### src/rtl/vga_pkg.sv
// Shared definitions for the VGA test-pattern pixel source.
// Holds the 8/8/8 RGB pixel type, the named colour constants used by every
// pattern, the pattern-select encodings and the colour-bar lookup.
package vga_pkg;

  typedef struct packed {
    logic [7:0] r;
    logic [7:0] g;
    logic [7:0] b;
  } rgb_t;

  localparam rgb_t WHITE   = 24'hFF_FF_FF;
  localparam rgb_t YELLOW  = 24'hFF_FF_00;
  localparam rgb_t CYAN    = 24'h00_FF_FF;
  localparam rgb_t GREEN   = 24'h00_FF_00;
  localparam rgb_t MAGENTA = 24'hFF_00_FF;
  localparam rgb_t RED     = 24'hFF_00_00;
  localparam rgb_t BLUE    = 24'h00_00_FF;
  localparam rgb_t BLACK   = 24'h00_00_00;
  localparam rgb_t NAVY    = 24'h00_00_80;

  typedef enum logic [1:0] {
    MODE_BARS    = 2'd0,
    MODE_CHECKER = 2'd1,
    MODE_GRID    = 2'd2,
    MODE_BOX     = 2'd3
  } mode_e;

  // Classic eight-bar order, left to right.
  function automatic rgb_t bar_colour(input logic [2:0] idx);
    rgb_t c;
    case (idx)
      3'd0:    c = WHITE;
      3'd1:    c = YELLOW;
      3'd2:    c = CYAN;
      3'd3:    c = GREEN;
      3'd4:    c = MAGENTA;
      3'd5:    c = RED;
      3'd6:    c = BLUE;
      default: c = BLACK;
    endcase
    return c;
  endfunction

endpackage

### src/rtl/vga_pattern_gen_if.sv
// Pixel-stream interface between the timing generator, the pattern source
// and whatever consumes the coloured stream.
//   hsync_in/vsync_in/de_in, hdata/vdata : raw timing and pixel coordinates
//   mode                                 : pattern select
//   r/g/b, hsync/vsync/de                : coloured pixel with aligned sync
// master = the side that drives timing and watches pixels (source/bench),
// slave  = the pattern generator.
interface vga_pattern_gen_if #(
  parameter int W = 12
);
  logic         hsync_in;
  logic         vsync_in;
  logic         de_in;
  logic [W-1:0] hdata;
  logic [W-1:0] vdata;
  logic [1:0]   mode;
  logic [7:0]   r;
  logic [7:0]   g;
  logic [7:0]   b;
  logic         hsync;
  logic         vsync;
  logic         de;

  modport master (
    output hsync_in, vsync_in, de_in, hdata, vdata, mode,
    input  r, g, b, hsync, vsync, de
  );

  modport slave (
    input  hsync_in, vsync_in, de_in, hdata, vdata, mode,
    output r, g, b, hsync, vsync, de
  );
endinterface

### src/rtl/vga_box_mover.sv
// Bouncing-box position keeper.
// Moves the box by STEP pixels per axis on every frame_start pulse and
// bounces it off the active-area edges, clamping so the box never leaves
// the visible region.
//   clk, rst     : pixel clock, synchronous active-high reset
//   frame_start  : one-cycle pulse at the start of each frame
//   box_x, box_y : top-left corner of the box
module vga_box_mover
  import vga_pkg::*;
#(
  parameter int W        = 12,
  parameter int H_ACTIVE = 1920,
  parameter int V_ACTIVE = 1080,
  parameter int BOX      = 64,
  parameter int STEP     = 4
) (
  input  logic         clk,
  input  logic         rst,
  input  logic         frame_start,
  output logic [W-1:0] box_x,
  output logic [W-1:0] box_y
);

  localparam logic [W:0] STEP_W = (W+1)'(STEP);
  localparam logic [W:0] BOX_W  = (W+1)'(BOX);
  localparam logic [W:0] H_LIM  = (W+1)'(H_ACTIVE);
  localparam logic [W:0] V_LIM  = (W+1)'(V_ACTIVE);

  // dir = 1 means moving towards larger coordinates.
  typedef struct packed {
    logic [W-1:0] pos;
    logic         dir;
  } axis_t;

  logic [W-1:0] x_q, x_d, y_q, y_d;
  logic         dx_q, dx_d, dy_q, dy_d;
  axis_t        x_nxt, y_nxt;

  // One extra bit of headroom so pos+STEP+BOX cannot wrap before the compare.
  function automatic axis_t bounce(input logic [W-1:0] pos, input logic dir,
                                   input logic [W:0] limit);
    logic [W:0] pos_w;
    axis_t      nxt;
    pos_w = {1'b0, pos};
    if (dir) begin
      if (pos_w + STEP_W + BOX_W > limit) begin
        nxt.pos = W'(limit - BOX_W);
        nxt.dir = 1'b0;
      end else begin
        nxt.pos = W'(pos_w + STEP_W);
        nxt.dir = 1'b1;
      end
    end else begin
      if (pos_w < STEP_W) begin
        nxt.pos = '0;
        nxt.dir = 1'b1;
      end else begin
        nxt.pos = W'(pos_w - STEP_W);
        nxt.dir = 1'b0;
      end
    end
    return nxt;
  endfunction

  always_comb begin
    x_nxt = bounce(x_q, dx_q, H_LIM);
    y_nxt = bounce(y_q, dy_q, V_LIM);
    x_d   = x_q;
    dx_d  = dx_q;
    y_d   = y_q;
    dy_d  = dy_q;
    if (frame_start) begin
      x_d  = x_nxt.pos;
      dx_d = x_nxt.dir;
      y_d  = y_nxt.pos;
      dy_d = y_nxt.dir;
    end
  end

  always_ff @(posedge clk) begin
    if (rst) begin
      x_q  <= '0;
      y_q  <= '0;
      dx_q <= 1'b1;
      dy_q <= 1'b1;
    end else begin
      x_q  <= x_d;
      y_q  <= y_d;
      dx_q <= dx_d;
      dy_q <= dy_d;
    end
  end

  assign box_x = x_q;
  assign box_y = y_q;

endmodule

### src/rtl/vga_pattern_gen.sv
// Test-pattern pixel source sitting right after the VGA timing generator.
// Turns raw timing (sync, de, x/y) into a 24-bit RGB test pattern with
// sync/de delayed so they stay aligned with the colour. Fixed 2-cycle
// latency in every mode; the pattern select is only taken at frame start.
//   clk, rst : pixel clock, synchronous active-high reset
//   bus      : slave side of vga_pattern_gen_if (timing in, pixel out, mode)
module vga_pattern_gen
  import vga_pkg::*;
#(
  parameter int W        = 12,
  parameter int H_ACTIVE = 1920,
  parameter int V_ACTIVE = 1080,
  parameter bit HS_POL   = 1'b0,
  parameter bit VS_POL   = 1'b0,
  parameter int BOX      = 64,
  parameter int STEP     = 4
) (
  input logic                clk,
  input logic                rst,
  vga_pattern_gen_if.slave   bus
);

  localparam int         BAR_W = H_ACTIVE / 8;
  localparam logic [W:0] BOX_W = (W+1)'(BOX);
  localparam logic [W:0] H_LIM = (W+1)'(H_ACTIVE);

  // Stage 1: delayed sync/de plus per-pattern region flags.
  logic       hs1_q, hs1_d, vs1_q, vs1_d, de1_q, de1_d;
  logic [2:0] bar_idx_q, bar_idx_d;
  logic       bar_oob_q, bar_oob_d;
  logic       checker_q, checker_d;
  logic       grid_q, grid_d;
  logic       in_box_q, in_box_d;

  // Stage 2: output registers.
  logic       hs2_q, hs2_d, vs2_q, vs2_d, de2_q, de2_d;
  rgb_t       rgb2_q, rgb2_d;

  mode_e      mode_q, mode_d;
  logic       frame_start;

  logic [W-1:0] box_x, box_y;
  logic [W:0]   hx, vy, bx, by;

  // The registered vsync copy doubles as the edge-detect reference.
  assign frame_start = (bus.vsync_in == VS_POL) && (vs1_q != VS_POL);

  vga_box_mover #(
    .W        (W),
    .H_ACTIVE (H_ACTIVE),
    .V_ACTIVE (V_ACTIVE),
    .BOX      (BOX),
    .STEP     (STEP)
  ) u_box_mover (
    .clk         (clk),
    .rst         (rst),
    .frame_start (frame_start),
    .box_x       (box_x),
    .box_y       (box_y)
  );

  // Stage 1 reduces the coordinates to the few flags each pattern needs, so
  // the raw coordinates never have to travel into stage 2.
  always_comb begin
    hs1_d  = bus.hsync_in;
    vs1_d  = bus.vsync_in;
    de1_d  = bus.de_in;
    mode_d = frame_start ? mode_e'(bus.mode) : mode_q;

    // Bar index counts thresholds crossed; a compare chain avoids a divider.
    bar_idx_d = '0;
    for (int k = 1; k < 8; k++) begin
      if ({1'b0, bus.hdata} >= (W+1)'(k * BAR_W)) begin
        bar_idx_d = bar_idx_d + 3'd1;
      end
    end
    bar_oob_d = ({1'b0, bus.hdata} >= H_LIM);

    checker_d = bus.hdata[5] ^ bus.vdata[5];

    grid_d = (bus.hdata[5:0] == 6'd0) || (bus.vdata[5:0] == 6'd0) ||
             (bus.hdata == W'(H_ACTIVE - 1)) || (bus.vdata == W'(V_ACTIVE - 1));

    hx = {1'b0, bus.hdata};
    vy = {1'b0, bus.vdata};
    bx = {1'b0, box_x};
    by = {1'b0, box_y};
    in_box_d = (hx >= bx) && (hx < bx + BOX_W) &&
               (vy >= by) && (vy < by + BOX_W);
  end

  // Stage 2 picks the colour for the latched mode and blanks outside de.
  always_comb begin
    hs2_d = hs1_q;
    vs2_d = vs1_q;
    de2_d = de1_q;
    case (mode_q)
      MODE_BARS:    rgb2_d = bar_oob_q ? BLACK : bar_colour(bar_idx_q);
      MODE_CHECKER: rgb2_d = checker_q ? WHITE : BLACK;
      MODE_GRID:    rgb2_d = grid_q ? WHITE : BLACK;
      MODE_BOX:     rgb2_d = in_box_q ? RED : NAVY;
      default:      rgb2_d = BLACK;
    endcase
    if (!de1_q) begin
      rgb2_d = BLACK;
    end
  end

  always_ff @(posedge clk) begin
    if (rst) begin
      hs1_q     <= ~HS_POL;
      vs1_q     <= ~VS_POL;
      de1_q     <= 1'b0;
      bar_idx_q <= '0;
      bar_oob_q <= 1'b0;
      checker_q <= 1'b0;
      grid_q    <= 1'b0;
      in_box_q  <= 1'b0;
      hs2_q     <= ~HS_POL;
      vs2_q     <= ~VS_POL;
      de2_q     <= 1'b0;
      rgb2_q    <= BLACK;
      mode_q    <= MODE_BARS;
    end else begin
      hs1_q     <= hs1_d;
      vs1_q     <= vs1_d;
      de1_q     <= de1_d;
      bar_idx_q <= bar_idx_d;
      bar_oob_q <= bar_oob_d;
      checker_q <= checker_d;
      grid_q    <= grid_d;
      in_box_q  <= in_box_d;
      hs2_q     <= hs2_d;
      vs2_q     <= vs2_d;
      de2_q     <= de2_d;
      rgb2_q    <= rgb2_d;
      mode_q    <= mode_d;
    end
  end

  assign bus.r     = rgb2_q.r;
  assign bus.g     = rgb2_q.g;
  assign bus.b     = rgb2_q.b;
  assign bus.hsync = hs2_q;
  assign bus.vsync = vs2_q;
  assign bus.de    = de2_q;

endmodule

### src/flat_wrapper.sv
// flat-port wrapper written by rule: the top's interface ports become plain ports
module vga_pattern_gen_flat import vga_pkg::*;
#(
  parameter int W        = 12,
  parameter int H_ACTIVE = 1920,
  parameter int V_ACTIVE = 1080,
  parameter bit HS_POL   = 1'b0,
  parameter bit VS_POL   = 1'b0,
  parameter int BOX      = 64,
  parameter int STEP     = 4
)
  (clk, rst, bus_hsync_in, bus_vsync_in, bus_de_in, bus_hdata, bus_vdata, bus_mode, bus_r, bus_g, bus_b, bus_hsync, bus_vsync, bus_de);
  vga_pattern_gen_if #(.W(W)) bus_i ();
  input logic clk;
  input logic rst;
  input wire logic [$bits(bus_i.hsync_in)-1:0] bus_hsync_in;
  input wire logic [$bits(bus_i.vsync_in)-1:0] bus_vsync_in;
  input wire logic [$bits(bus_i.de_in)-1:0] bus_de_in;
  input wire logic [$bits(bus_i.hdata)-1:0] bus_hdata;
  input wire logic [$bits(bus_i.vdata)-1:0] bus_vdata;
  input wire logic [$bits(bus_i.mode)-1:0] bus_mode;
  output wire logic [$bits(bus_i.r)-1:0] bus_r;
  output wire logic [$bits(bus_i.g)-1:0] bus_g;
  output wire logic [$bits(bus_i.b)-1:0] bus_b;
  output wire logic [$bits(bus_i.hsync)-1:0] bus_hsync;
  output wire logic [$bits(bus_i.vsync)-1:0] bus_vsync;
  output wire logic [$bits(bus_i.de)-1:0] bus_de;
  assign bus_i.hsync_in = bus_hsync_in;
  assign bus_i.vsync_in = bus_vsync_in;
  assign bus_i.de_in = bus_de_in;
  assign bus_i.hdata = bus_hdata;
  assign bus_i.vdata = bus_vdata;
  assign bus_i.mode = bus_mode;
  assign bus_r = bus_i.r;
  assign bus_g = bus_i.g;
  assign bus_b = bus_i.b;
  assign bus_hsync = bus_i.hsync;
  assign bus_vsync = bus_i.vsync;
  assign bus_de = bus_i.de;
  vga_pattern_gen #(.W(W), .H_ACTIVE(H_ACTIVE), .V_ACTIVE(V_ACTIVE), .HS_POL(HS_POL), .VS_POL(VS_POL), .BOX(BOX), .STEP(STEP)) u_core (.clk(clk), .rst(rst), .bus(bus_i));
endmodule
### config.mk
export PLATFORM = sky130hd
export DESIGN_NAME = vga_pattern_gen_flat
export DESIGN_NICKNAME = d
export VERILOG_FILES = /design/src/rtl/vga_pkg.sv /design/src/rtl/vga_pattern_gen_if.sv /design/src/rtl/vga_box_mover.sv /design/src/rtl/vga_pattern_gen.sv /design/src/flat_wrapper.sv
export SDC_FILE = /design/constraint.sdc
export NUM_CORES = 1
export LEC_CHECK = 0
export ABC_AREA = 1
export CAP_MARGIN = 10
export CORE_ASPECT_RATIO = 1.25
export CORE_MARGIN = 1.5
export CORE_UTILIZATION = 40
export CTS_BUF_LIST = sky130_fd_sc_hd__clkbuf_2 sky130_fd_sc_hd__clkbuf_4 sky130_fd_sc_hd__clkbuf_8
export CTS_CLUSTER_SIZE = 12
export DETAILED_ROUTE_END_ITERATION = 8
export SYNTH_ARGS = -nofsm -noshare
export SYNTH_HDL_FRONTEND = slang
export SYNTH_HIERARCHICAL = 1
export SYNTH_SLANG_ARGS = --single-unit
export TNS_END_PERCENT = 30
### constraint.sdc
create_clock -name clk -period 4.2 [get_ports clk]
set_clock_uncertainty 0.2 [all_clocks]
set_input_delay 0.84 -clock clk [delete_from_list [all_inputs] [get_ports clk]]
set_output_delay 0.84 -clock clk [all_outputs]
set_load 0.02 [all_outputs]
* Yosys cells after proc, flatten, opt, wreduce, memory -nomap -nowiden
Cells that the tools add are included.
** Operators by class
- Bitwise gates (word level) :: 3
- Magnitude comparators :: 16
- Mux-type cells :: 19
- Equal/unequal tests :: 11
- Reductions and logical operators :: 12
- $add $sub $neg :: 14
** Operators with widths (count)
- $pmux W24 S7 :: 1
- $mux W24 :: 4
- $pmux W24 S4 :: 1
- $mux W13 :: 6
- $ge A12 B11 Y1 const B :: 4
- $add A12 B3 Y13 const B :: 2
- $add A12 B7 Y13 const B :: 2
- $add A13 B7 Y13 const B :: 2
- $gt A13 B11 Y1 const B :: 2
- $lt A12 B13 Y1 :: 2
- $eq A12 B11 Y1 const B :: 2
- $ge A12 B10 Y1 const B :: 2
- $ge A12 B12 Y1 :: 2
- $lt A12 B3 Y1 const B :: 2
- $sub A12 B3 Y12 const B :: 2
- $add A3 B1 Y3 const B :: 6
- $mux W3 :: 6
- $ge A12 B8 Y1 const B :: 1
- $ge A12 B9 Y1 const B :: 1
- $logic_not A6 Y1 :: 2
- $eq A3 B3 Y1 const B :: 3
- $eq A3 B2 Y1 const B :: 2
- $eq A2 B2 Y1 const B :: 2
- $logic_and A1 B1 Y1 :: 4
- 9 further kinds :: 12
** Storage, ports and cells
- Flip-flop bits (word level) :: 65
- Input bits :: 31
- Logic and storage cells :: 94

* Logic depth before layout (Yosys ltp)
- Word-level depth :: 14
- Depth in mapped cells :: 26

* By module
The synthesis kept the hierarchy.
** Modules (own cells, without submodules)
- vga_pattern_gen :: cells each 380, area an instance 2555.0 µm², times used 1
- vga_box_mover :: cells each 393, area an instance 2347.3 µm², times used 1

* Worst setup path after synthesis
No wires, ideal clock.
- Path kind :: input to register
- From :: input bus_hdata[8]
- To :: register u_core.bar_idx_q[2]
- Data required time :: 3887 ps
- Library setup time :: 113 ps
- Stages on the path :: 25
- Arrival :: 3992 ps
- Path slack :: -105 ps
- Path through :: inv_1 -> o311ai_0 -> inv_1 -> ha_1 -> inv_1 -> nand3_2 -> nand2_4 -> inv_2 -> ha_1 -> or2_0 -> nand3_1 -> nand3_1 -> and2_1 -> ha_1 -> nand2_1 -> nand2_1 -> ha_1 -> nand2_1 -> inv_1 -> nand2_1 -> nand2_1 -> nand2_1 -> nand2_1 -> o21ai_1 -> nor2_1
** On the way
- Longest elaborated chain between the ends :: 14
- Elaborated cells between the ends (all ways) :: 20
** RTL lines
- start: declaration :: RTL line flat_wrapper.sv:19 : input wire logic [$bits(bus_i.hdata)-1:0] bus_hdata;
- $ge A12 B8 Y1 :: RTL line vga_pattern_gen.sv:73 : if ({1'b0, bus.hdata} >= (W+1)'(k * BAR_W)) begin
- $mux W1 :: RTL line vga_pattern_gen.sv:73
- $add A3 B1 Y3 :: RTL line vga_pattern_gen.sv:74 : bar_idx_d = bar_idx_d + 3'd1;
- $mux W3 :: RTL line vga_pattern_gen.sv:73
- $add A3 B1 Y3 :: RTL line vga_pattern_gen.sv:74
- $mux W3 :: RTL line vga_pattern_gen.sv:73
- $add A3 B1 Y3 :: RTL line vga_pattern_gen.sv:74
- $mux W3 :: RTL line vga_pattern_gen.sv:73
- $add A3 B1 Y3 :: RTL line vga_pattern_gen.sv:74
- $mux W3 :: RTL line vga_pattern_gen.sv:73
- $add A3 B1 Y3 :: RTL line vga_pattern_gen.sv:74
- $mux W3 :: RTL line vga_pattern_gen.sv:73
- $add A3 B1 Y3 :: RTL line vga_pattern_gen.sv:74
- $mux W3 * :: RTL line vga_pattern_gen.sv:73
- end signal: assignment :: RTL line vga_pattern_gen.sv:128 : bar_idx_q <= bar_idx_d;
- end: declaration :: RTL line vga_pattern_gen.sv:29 : logic [2:0] bar_idx_q, bar_idx_d;
Mark *: on every way between the ends. The rest lies on a longest branch, timed or not.
A chain may end at the register's enable or synchronous reset.

* Final worst setup path
- From :: input bus_hdata[5]
- To :: register u_core.bar_idx_q[2]
Same word-level chain as after synthesis.

==> metrics.txt <==
Finished Layout Cells around 1000; Area growth syn-to-layout 20.6%; Vias roughly 5000; via/cell ratio 5.06; P_leak 0.00273 uW; port buffer count 57; post-route ant nets 0; count of different cell masters after synthesis between 40 and 50; routed wire length approximately 13000 um; CP bufs+invs 5; Setup CP Type input port to flip-flop; Max Buffers Root-to-Sink 2; ys flop type dfxtp_1; Fill cells approximately 1300; Wirelength per Cell 13.2 um; reg2reg end u_core/u_box_mover/box_y[6]; stages on the worst setup path 27; overall power between 1000 and 1500 uW; Post-DP HPWL between 10000 and 15000 um; vias in the first global route between 4000 and 5000; CP delay by family, top simple AND/OR/NAND/NOR gates; register area share after synthesis 0.167; DR DRC count 0; Syn Area/Cell roughly 6.3 um2; diode count 0; reg2reg path depth 17; cell at the slowest stage of the critical path ha_1; Least-Margin Pin Slew ~0.63 ns; aggregate global-route resource usage 0.209; CP Max Fanout 4; worst setup slack after layout around 0.11 ns; Post-layout nets 928; Critical Path Start Type input port; max incr delay on CP ~0.30 ns; hold-fix buffers at CTS 0; core area 12000 um2; max cap viols 0; Achievable Freq between 0.2 and 0.25 GHz; initial core utilization 0.407; pre-CTS setup slack -0.575 ns; first drt pass iteration count 4; CP Launch Point bus_hdata[5]; EDFF count, synth 0; drt initial violations approximately 210; nature of the critical path endpoint flip-flop; final hold vios 0; Site Rows 45; Async S/R FF share, synth 0; Synth Instances approximately 770; H-tree Lvls 2; die width a little over 100 um; PwrDens ~230 nW/um2; Tmin final 4.09 ns; gp weighted congestion between 0.9 and 1; Hold WS 0.220 ns; flop-to-flop setup slack between 1 and 1.5 ns; Critical Path AT between 4 and 5 ns; share of layout cells above drive strength 1 0.156; root buffer cell clkbuf_8; CTS sink count 41; yosys warns 6; Yosys reg bits 41; gr ovfl total 0; Yosys top cell area share 0.167; Worst path most repeated cell nand2_1; Slew headroom 0.576; synthesized area just under 5000 um2; first-pass GRT wire length 22100 um; WP data required 4.18 ns; endpoints failing setup 0; CTS tree done; die area roughly 13000 um2; Worst Hold Class flip-flop to flip-flop; CP endpoint u_core/bar_idx_q[2]; post-synth top area cell dfxtp_1; peak supply drop between 0.0001 and 0.00015 V; Reg clk slew, reported paths ~0.07 ns; Final period util 0.973; chip height around 130 um; num ports 58; ranking of synthesized cells by area dfxtp_1 (17%), ha_1 (14%), nand2_1 (12%); fin util 0.491; initial antenna violation count 0; status completed; most frequent cells after synthesis nand2_1 (163), inv_1 (109), nor2_1 (69); cell with the most instances after synthesis nand2_1; TritonCTS buffer count 5; placed insts 997; fin. max-slew vios 0; largest net degree at the start of global routing 29; worst r2r src u_core/u_box_mover/box_y[2]; later-pin clock latency in the skew report between 0.2 and 0.3 ns
## logic make-up (layout without fill, tap and decap cells)
logic type	Yosys count	in the layout	synth area share
and+or+nand+nor	391	391	0.390
buffers and inverters	159	227	0.146
AOI/OAI and AO/OA	114	114	0.136
adders and majority gates	53	53	0.135
DFF	41	41	0.167
xor gates and xnor gates	14	14	0.0250
other	1	4	0.000765
## worst reg2reg max path: stages, from the launching register on
cell and delay, ns:
dfxtp_1 0.52, ha_1 0.24, nand3_1 0.12, nand2_1 0.14
nand2_1 0.06, inv_1 0.11, ha_1 0.27, nand2_1 0.07
nor3_1 0.27, nor2_1 0.09, nor2_1 0.12, nand2_2 0.07
nand2_4 0.07, nand3_4 0.10, o21ai_1 0.17, nand3_1 0.08
nand2_1 0.07, inv_1 0.04
## layer usage
metal / up-vias / track usage / wire, um
li1: 2641 / - / -
met1: 2296 / 0.244 / 5680
met2: 132 / 0.376 / 6660
met3: 27 / 0.0281 / 526
met4: 0 / 0.0846 / 422
met5: - / 0 / 0
## stage by stage
stage	TNS (ns)	cell area, um2
final	0	5910
after global routing	-0.0274	5910
after CTS	0	5880
after detailed placement	-0.905	5710
after global placement	-0.662	5710
after floorplan	0	4910
## state kept, by name, indices dropped and copies added (netlist names)
register / flops
u_core/bus.hsync: 1
u_core/grid_q: 1
u_core/bar_oob_q: 1
u_core/u_box_mover/box_x: 10
u_core/checker_q: 1
u_core/u_box_mover/dy_q: 1
u_core/vs1_q: 1
u_core/bus.r: 1
u_core/u_box_mover/dx_q: 1
u_core/de1_q: 1
u_core/bar_idx_q: 3
u_core/bus.de: 1
u_core/bus.g: 1
u_core/u_box_mover/box_y: 10
u_core/bus.b: 2
u_core/mode_q: 2
u_core/bus.vsync: 1
u_core/hs1_q: 1
u_core/in_box_q: 1
## report_power, final
| part | leakage (uW) | internal (uW) | switching, uW | total [uW] |
|---|---|---|---|---|
| registers | 0.000338 | 420 | 66.7 | 487 |
| logic | 0.00234 | 252 | 344 | 596 |
| clock network | 0.0000540 | 173 | 134 | 306 |
## cells in the final DEF (no fill, tap or decap), drive strengths merged, types with 3 or more instances in the layout
cell type / instances
a211oi: 3
a21oi: 45
a31oi: 3
buf: 42
clkbuf: 6
clkdlybuf4s50: 49
conb: 4
dfxtp: 41
dlygate4sd2: 4
ha: 53
inv: 121
nand2: 181
nand3: 69
nand3b: 5
nand4: 22
nor2: 84
nor3: 13
nor4: 6
o211ai: 7
o21ai: 42
o21bai: 7
or2: 7
xnor2: 3
xor2: 11
## how the worst min path moves through the flow
| stage | from | endpoint | slack, ns | cells past startpoint |
|---|---|---|---|---|
| detailed placement | u_core/hs1_q | u_core/bus.hsync | 0.20 | 1 |
| CTS | u_core/vs1_q | u_core/bus.vsync | 0.22 | 2 |
| global placement | u_core/hs1_q | u_core/bus.hsync | 0.19 | 1 |
| global route | u_core/hs1_q | u_core/bus.hsync | 0.24 | 1 |
| floorplan | u_core/hs1_q | u_core/bus.hsync | 0.19 | 1 |
| finish | u_core/vs1_q | u_core/bus.vsync | 0.22 | 2 |
## layout make-up
| class | instances | area (um2) | area share |
|---|---|---|---|
| tap | 164 | 205 | 0.0347 |
| timing repair buffer | 99 | 882 | 0.149 |
| sequential | 41 | 821 | 0.139 |
| multi-input combinational | 576 | 3450 | 0.583 |
| clock buffer | 5 | 68.8 | 0.0116 |
| inverter | 121 | 454 | 0.0768 |
| clock inverter | 2 | 35.0 | 0.00592 |
## timing repair
| action | 4_1_cts | 5_1_grt |
|---|---|---|
| buffers inserted | 2 | 2 |
| pin swaps | 4 | 7 |
| gates cloned | 0 | 0 |
| setup endpoints to repair | 2 | 1 |
| hold endpoints to repair | 0 | 0 |
| resized for setup | 19 | 13 |
Power figures use the tool's default switching activity.
